<file path="src/rtl/tt_um_seq_divider_8x4.sv">
// Sequential restoring divider (8-bit dividend / 4-bit divisor) in the TinyTapeout user-tile pinout.
// Optional feature macro: DIV_ZERO_FLAG_EN exposes the divide-by-zero flag on uo_out[7] in remainder view.
module tt_um_seq_divider_8x4 #(
   parameter int N_BITS = 8,
   parameter int D_BITS = 4
) (
   input  logic       clk,
   input  logic       rst_n,
   input  logic       ena,
   input  logic [7:0] ui_in,
   input  logic [7:0] uio_in,
   output logic [7:0] uio_out,
   output logic [7:0] uio_oe,
   output logic [7:0] uo_out
);

   localparam int CW = $clog2(N_BITS);
   localparam logic [CW-1:0] LAST = CW'(N_BITS - 1);

   typedef enum logic [1:0] {S_IDLE, S_CALC, S_DONE} state_t;

   state_t              r_state;
   state_t              w_state_next;
   logic [N_BITS-1:0]   r_dvd;
   logic [D_BITS-1:0]   r_dvs;
   logic [D_BITS-1:0]   r_rem_acc;
   logic [N_BITS-1:0]   r_qacc;
   logic [N_BITS-1:0]   r_quot;
   logic [D_BITS-1:0]   r_rem;
   logic [CW-1:0]       r_count;
   logic                r_start_q;
   logic                r_busy;
   logic                r_done;

   logic                w_start;
   logic                w_sel;
   logic [D_BITS-1:0]   w_dvs_in;
   logic                w_launch;
   logic                w_accept;
   logic                w_dz_finish;
   logic [D_BITS:0]     w_trial;
   logic [D_BITS:0]     w_diff;
   logic                w_ge;
   logic [D_BITS-1:0]   w_rem_next;
   logic [N_BITS-1:0]   w_q_next;
   logic                w_flag;
   logic                w_unused;

   assign w_start     = uio_in[4];
   assign w_sel       = uio_in[5];
   assign w_dvs_in    = uio_in[D_BITS-1:0];
   assign w_launch    = w_start & ~r_start_q;
   assign w_accept    = w_launch && (r_state != S_CALC);
   // A divide-by-zero launch spends one busy cycle in DONE before publishing its result.
   assign w_dz_finish = (r_state == S_DONE) && r_busy && !w_launch;

   // The trial value is one bit wider than the divisor so the compare cannot overflow;
   // the stored partial remainder always fits in D_BITS because it is below the divisor.
   assign w_trial    = {r_rem_acc, r_dvd[N_BITS-1]};
   assign w_diff     = w_trial - {1'b0, r_dvs};
   assign w_ge       = (w_trial >= {1'b0, r_dvs});
   assign w_rem_next = w_ge ? w_diff[D_BITS-1:0] : w_trial[D_BITS-1:0];
   assign w_q_next   = {r_qacc[N_BITS-2:0], w_ge};

   assign w_unused   = &{1'b0, uio_in[7:6], w_diff[D_BITS], 1'b0};

   always_ff @(posedge clk) begin
      if (!rst_n) begin
         r_state <= S_IDLE;
      end else if (ena) begin
         r_state <= w_state_next;
      end
   end

   always_comb begin
      w_state_next = r_state;
      case (r_state)
         S_IDLE, S_DONE: begin
            if (w_accept) begin
               w_state_next = (w_dvs_in == '0) ? S_DONE : S_CALC;
            end
         end
         S_CALC: begin
            if (r_count == LAST) begin
               w_state_next = S_DONE;
            end
         end
         default: w_state_next = S_IDLE;
      endcase
   end

   always_ff @(posedge clk) begin
      if (!rst_n) begin
         r_dvd     <= '0;
         r_dvs     <= '0;
         r_rem_acc <= '0;
         r_qacc    <= '0;
         r_quot    <= '0;
         r_rem     <= '0;
         r_count   <= '0;
         r_start_q <= 1'b0;
         r_busy    <= 1'b0;
         r_done    <= 1'b0;
      end else if (ena) begin
         r_start_q <= w_start;
         if (w_accept) begin
            r_dvd     <= ui_in[N_BITS-1:0];
            r_dvs     <= w_dvs_in;
            r_rem_acc <= '0;
            r_qacc    <= '0;
            r_count   <= '0;
            r_busy    <= 1'b1;
            r_done    <= 1'b0;
         end else if (w_dz_finish) begin
            r_quot <= '1;
            r_rem  <= '0;
            r_busy <= 1'b0;
            r_done <= 1'b1;
         end else if (r_state == S_CALC) begin
            r_rem_acc <= w_rem_next;
            r_qacc    <= w_q_next;
            r_dvd     <= {r_dvd[N_BITS-2:0], 1'b0};
            r_count   <= r_count + 1'b1;
            if (r_count == LAST) begin
               r_quot <= w_q_next;
               r_rem  <= w_rem_next;
               r_busy <= 1'b0;
               r_done <= 1'b1;
            end
         end
      end
   end

`ifdef DIV_ZERO_FLAG_EN
   logic r_dz;

   always_ff @(posedge clk) begin
      if (!rst_n) begin
         r_dz <= 1'b0;
      end else if (ena) begin
         if (w_accept) begin
            r_dz <= 1'b0;
         end else if (w_dz_finish) begin
            r_dz <= 1'b1;
         end
      end
   end

   assign w_flag = r_dz;
`else
   assign w_flag = 1'b0;
`endif

   assign uio_out = {r_done, r_busy, 6'b00_0000};
   assign uio_oe  = 8'b1100_0000;
   assign uo_out  = w_sel ? {w_flag, {(7 - D_BITS){1'b0}}, r_rem} : r_quot;

endmodule

</file>
<file path="config.mk">
export PLATFORM = sky130hd
export DESIGN_NAME = tt_um_seq_divider_8x4
export DESIGN_NICKNAME = d
export VERILOG_FILES = /design/src/rtl/tt_um_seq_divider_8x4.sv
export SDC_FILE = /design/constraint.sdc
export NUM_CORES = 1
export LEC_CHECK = 0
export BUFFER_PORTS_ARGS = -buffer_cell sky130_fd_sc_hd__buf_4
export CAP_MARGIN = 15
export CORE_MARGIN = 2
export CORE_UTILIZATION = 45
export DETAILED_ROUTE_END_ITERATION = 10
export PLACE_DENSITY = 0.74
export RECOVER_POWER = 100
export SLEW_MARGIN = 0
export SYNTH_ARGS = -nofsm -noshare
export SYNTH_HDL_FRONTEND = slang
export SYNTH_SLANG_ARGS = --single-unit
</file>
<file path="constraint.sdc">
create_clock -name clk -period 1.85 [get_ports clk]
set_input_delay 0.0925 -clock clk [delete_from_list [all_inputs] [get_ports clk]]
set_output_delay 0.0925 -clock clk [all_outputs]
set_load 0.005 [all_outputs]
</file>
==> key figures <==
Global routing
  • GRT Residual Overflow: 0
  • Grt met2 use: roughly a quarter
  • Largest net degree at the start of global routing: 26
  • Met3 GRT Util: between 4 and 5%
  • First-pass GRT wire length: approximately 6600 um
  • GRT Util Overall: between 10% and 20%
  • Gr busiest metal: met2
  • Vias in the first global route: around 1.4k
  • M1 GR Usage: a little over a fifth
  • Initial antenna violation count: 0

Final layout
  • Fillers: around 470
  • Area Growth Syn to Fin: 10.2%
  • Fraction of layout instances using a drive strength above 1: between 20 and 25%
  • Register area: approximately 860 um2
  • # diodes: 0
  • Multi-input gate area: around 1200 um2
  • Fin util: around half
  • Final nets: approximately 270
  • Final Instance Area: between 2000 and 2500 um2

Place
  • GPL Wtd Cong: between 0.8 and 0.9
  • PortBufs: 26
  • Placed Area: between 2000 and 2500 um2
  • Post-DP HPWL: between 2000 and 3000 um

Clock tree
  • Hold_buf cts: 0
  • Root Driver: clkbuf_8
  • CTS H-tree depth: 2
  • TritonCTS buffer count: 5
  • Clk_lat worst skew: approximately 0.3 ns
  • CTS Sinks: between 40 and 50
  • CTS tree: done
  • Reg clk slew, reported paths: around 0.090 ns
  • CTS max path bufs: 2

STA
  • Rel. slew slack: roughly half
  • Worst hold slack: 0.0517 ns
  • Fin. Hold Viols: 0
  • Min cycle time layout: 1.72 ns
  • RSZ-0062 raised after global routing: no
  • Worst-Margin Slew: between 0.7 and 0.8 ns
  • Setup TNS: 0 ns
  • FMAX: approximately 0.58 GHz
  • Clk_skew: roughly 0.012 ns
  • Final period util: between 90 and 100%
  • Final setup viols: 0
  • Slew Limit Fails: 0

Outcome
  • Outcome: complete, no violations

Synth
  • Yosys cell types: between 40 and 50
  • Syn Area/Cell: 9.98 um2
  • Sequential area share after synthesis: slightly below 40%
  • Cell area after synthesis: approximately 2200 um2
  • Synth warn: 0
  • Syn Inst Count: roughly 220
  • #FFs+latches synth: 43

Detailed routing
  • Initial DRC count: 110
  • Post-DRT Antenna Nets: 0
  • Number of vias per cell: around 5.2
  • Via Count: around 1.6k
  • DRT Pass-1 Iters: 4
  • DRC viols: 0
  • WL/cell: 12.8 um
  • Total wire length: around 4000 um

Hold path
  • HP Start: uio_in[3]
  • Min-Delay Path Class: in2reg

Die
  • CORE AREA: approximately 4800 um2
  • FP Rows: 25
  • Io pins: 43
  • Die width: between 70 and 80 um
  • Total die area: approximately 5500 um2
  • Die height: 74.3 um
  • Initial Utilization: between 40% and 50%

Worst setup path
  • Critical path endpoint category: register
  • Worst setup startpoint: r_dvs[2]
  • CP startpoint kind: register
  • CP max stage delay: about 0.36 ns
  • Worst path bufs/invs: 1
  • Critical-path maximum fanout: 6
  • WS Path Type: reg2reg
  • Reg2reg start: r_dvs[2]
  • Cell family with most CP delay: compound AO/OA/AOI/OAI gates
  • Cells along the critical path: inv_1, ha_2, or2_1, a21boi_2, a31oi_4, mux2_4, o21ai_1
  • Worst EP arrival: 1.96 ns
  • Req. time, crit path: ~2.1 ns
  • Slowest CP cell: ha_2

Pwr
  • Power per Cell Area: around 760 nW/um2
  • Logic pwr share: between 10% and 20%
  • LEAKAGE: around 1 nW
  • Sw power: ~500 uW
  • Clk pwr share: between 30% and 40%
  • VDD IR-drop max: roughly 0.57 mV
  • Sw Ratio: 27.3%
  • Int Pwr: roughly 1.3 mW
  • Sequential Power Share: between 50% and 60%

Job
  • Max Cap Violations: 0
==> through the flow <==
step	std cells	total power, mW	setup WS [ns]
final	310	1.86	0.131
after global routing	310	1.93	0.0103
after CTS	309	1.87	0.0844
after detailed placement	301	1.27	0.0850
after global placement	301	1.26	0.134
after floorplan	235	1.22	0.188
==> worst register-to-register path, stage by stage (launching register included) <==
cell	delay [ns]
dfxtp_1	0.33
inv_1	0.05
ha_2	0.36
or2_1	0.13
a21boi_2	0.07
a31oi_4	0.27
mux2_4	0.34
o21ai_1	0.12
==> per-layer routing <==
layer,vias up,routed length (um)
met1,748,1900
met3,5,166
li1,819,-
met2,33,1870
met5,-,0
met4,0,27
==> state kept, by name (all words and copies together), names as in the netlist <==
name and count:
r_dvd 8, r_quot 8, r_qacc 7, r_dvs 4, r_rem 4, r_rem_acc 4
r_count 3, r_state 2, r_busy 1, r_done 1, r_start_q 1
==> power by group through the flow <==
stage / logic, mW / registers (mW) / clock network (mW)
floorplan: 0.238 / 0.987 / 0
global placement: 0.268 / 0.990 / 0
detailed placement: 0.276 / 0.992 / 0
CTS: 0.275 / 0.970 / 0.620
global route: 0.305 / 0.974 / 0.652
finish: 0.276 / 0.970 / 0.610
==> cells in the mapped netlist, drive strengths merged <==
cell type	instances	share of area [%]
nand2b	1	0.28
a32oi	11	4.3
fa	1	0.90
a31oi	2	1.5
and2	1	0.39
a21o	1	0.34
a21oi	3	0.67
dfxtp	43	39
and3	2	0.56
nor2	4	1.1
o221a	9	4.6
conb	2	0.34
o22a	1	0.39
xor2	2	0.79
or4	1	0.34
o22ai	1	0.28
or2	1	0.28
a21boi	3	1.2
o21ai	13	3.6
nand2	14	2.5
mux2	5	2.7
nor2b	23	6.8
buf	23	7.8
nand3	10	2.8
ha	6	3.4
clkbuf	6	1.0
o21a	2	0.67
inv	6	1.0
nor3	5	1.3
mux2i	14	6.3
o211a	7	3.1
==> what timing repair did <==
item,CTS,global route
setup buffers,0,1
endpoints found under the setup margin,0,4
gates resized for setup,0,2
==> kinds of logic (layout without fill, tap and decap cells) <==
kind of cell / after synthesis / in the layout / share of synthesized area [%]
simple gates: 62 / 62 / 16.4
compound gates: 53 / 53 / 20.7
flops: 43 / 43 / 38.7
buf+inv: 35 / 43 / 9.84
mux: 19 / 19 / 8.99
fa+ha+maj: 7 / 7 / 4.27
other cells: 2 / 14 / 0.337
xor+xnor: 2 / 2 / 0.787
==> placed cells by master (no fill, tap or decap), types with 2 or more instances in the layout <==
master	instances
ha_1	5
a21oi_1	3
nor2b_1	22
xor2_1	2
o221a_1	8
clkbuf_8	5
a32oi_1	11
o21ai_1	4
clkbuf_1	2
nand2_1	14
buf_4	18
o21a_1	2
nand3_1	9
clkinv_4	2
o21ai_2	2
conb_1	14
inv_1	6
dfxtp_1	43
mux2i_1	13
nor2_2	2
o211a_1	7
mux2_2	4
clkbuf_4	9
nor2_1	2
a21boi_0	2
nor3_1	4
and3_1	2
o21ai_0	7
==> final timing paths <==
kind	endpoint	slack (ns)	depth (start not counted)
hold reg to reg	r_rem[0]	0.47	2
setup reg to reg	r_rem_acc[0]	0.13	7
setup / recovery	r_rem_acc[0]	0.13	7
hold / removal	r_dvs[3]	0.05	3
==> area by class of cell <==
class / instances / area share, %
flip-flops and latches: 43 / 35.1
clock inverters: 3 / 1.02
clock buffers: 5 / 2.80
multi-input cells: 157 / 48.2
inverters: 6 / 0.918
repair buffers: 29 / 8.57
well taps: 67 / 3.42
Note: power is estimated with default switching activity, not from simulation.
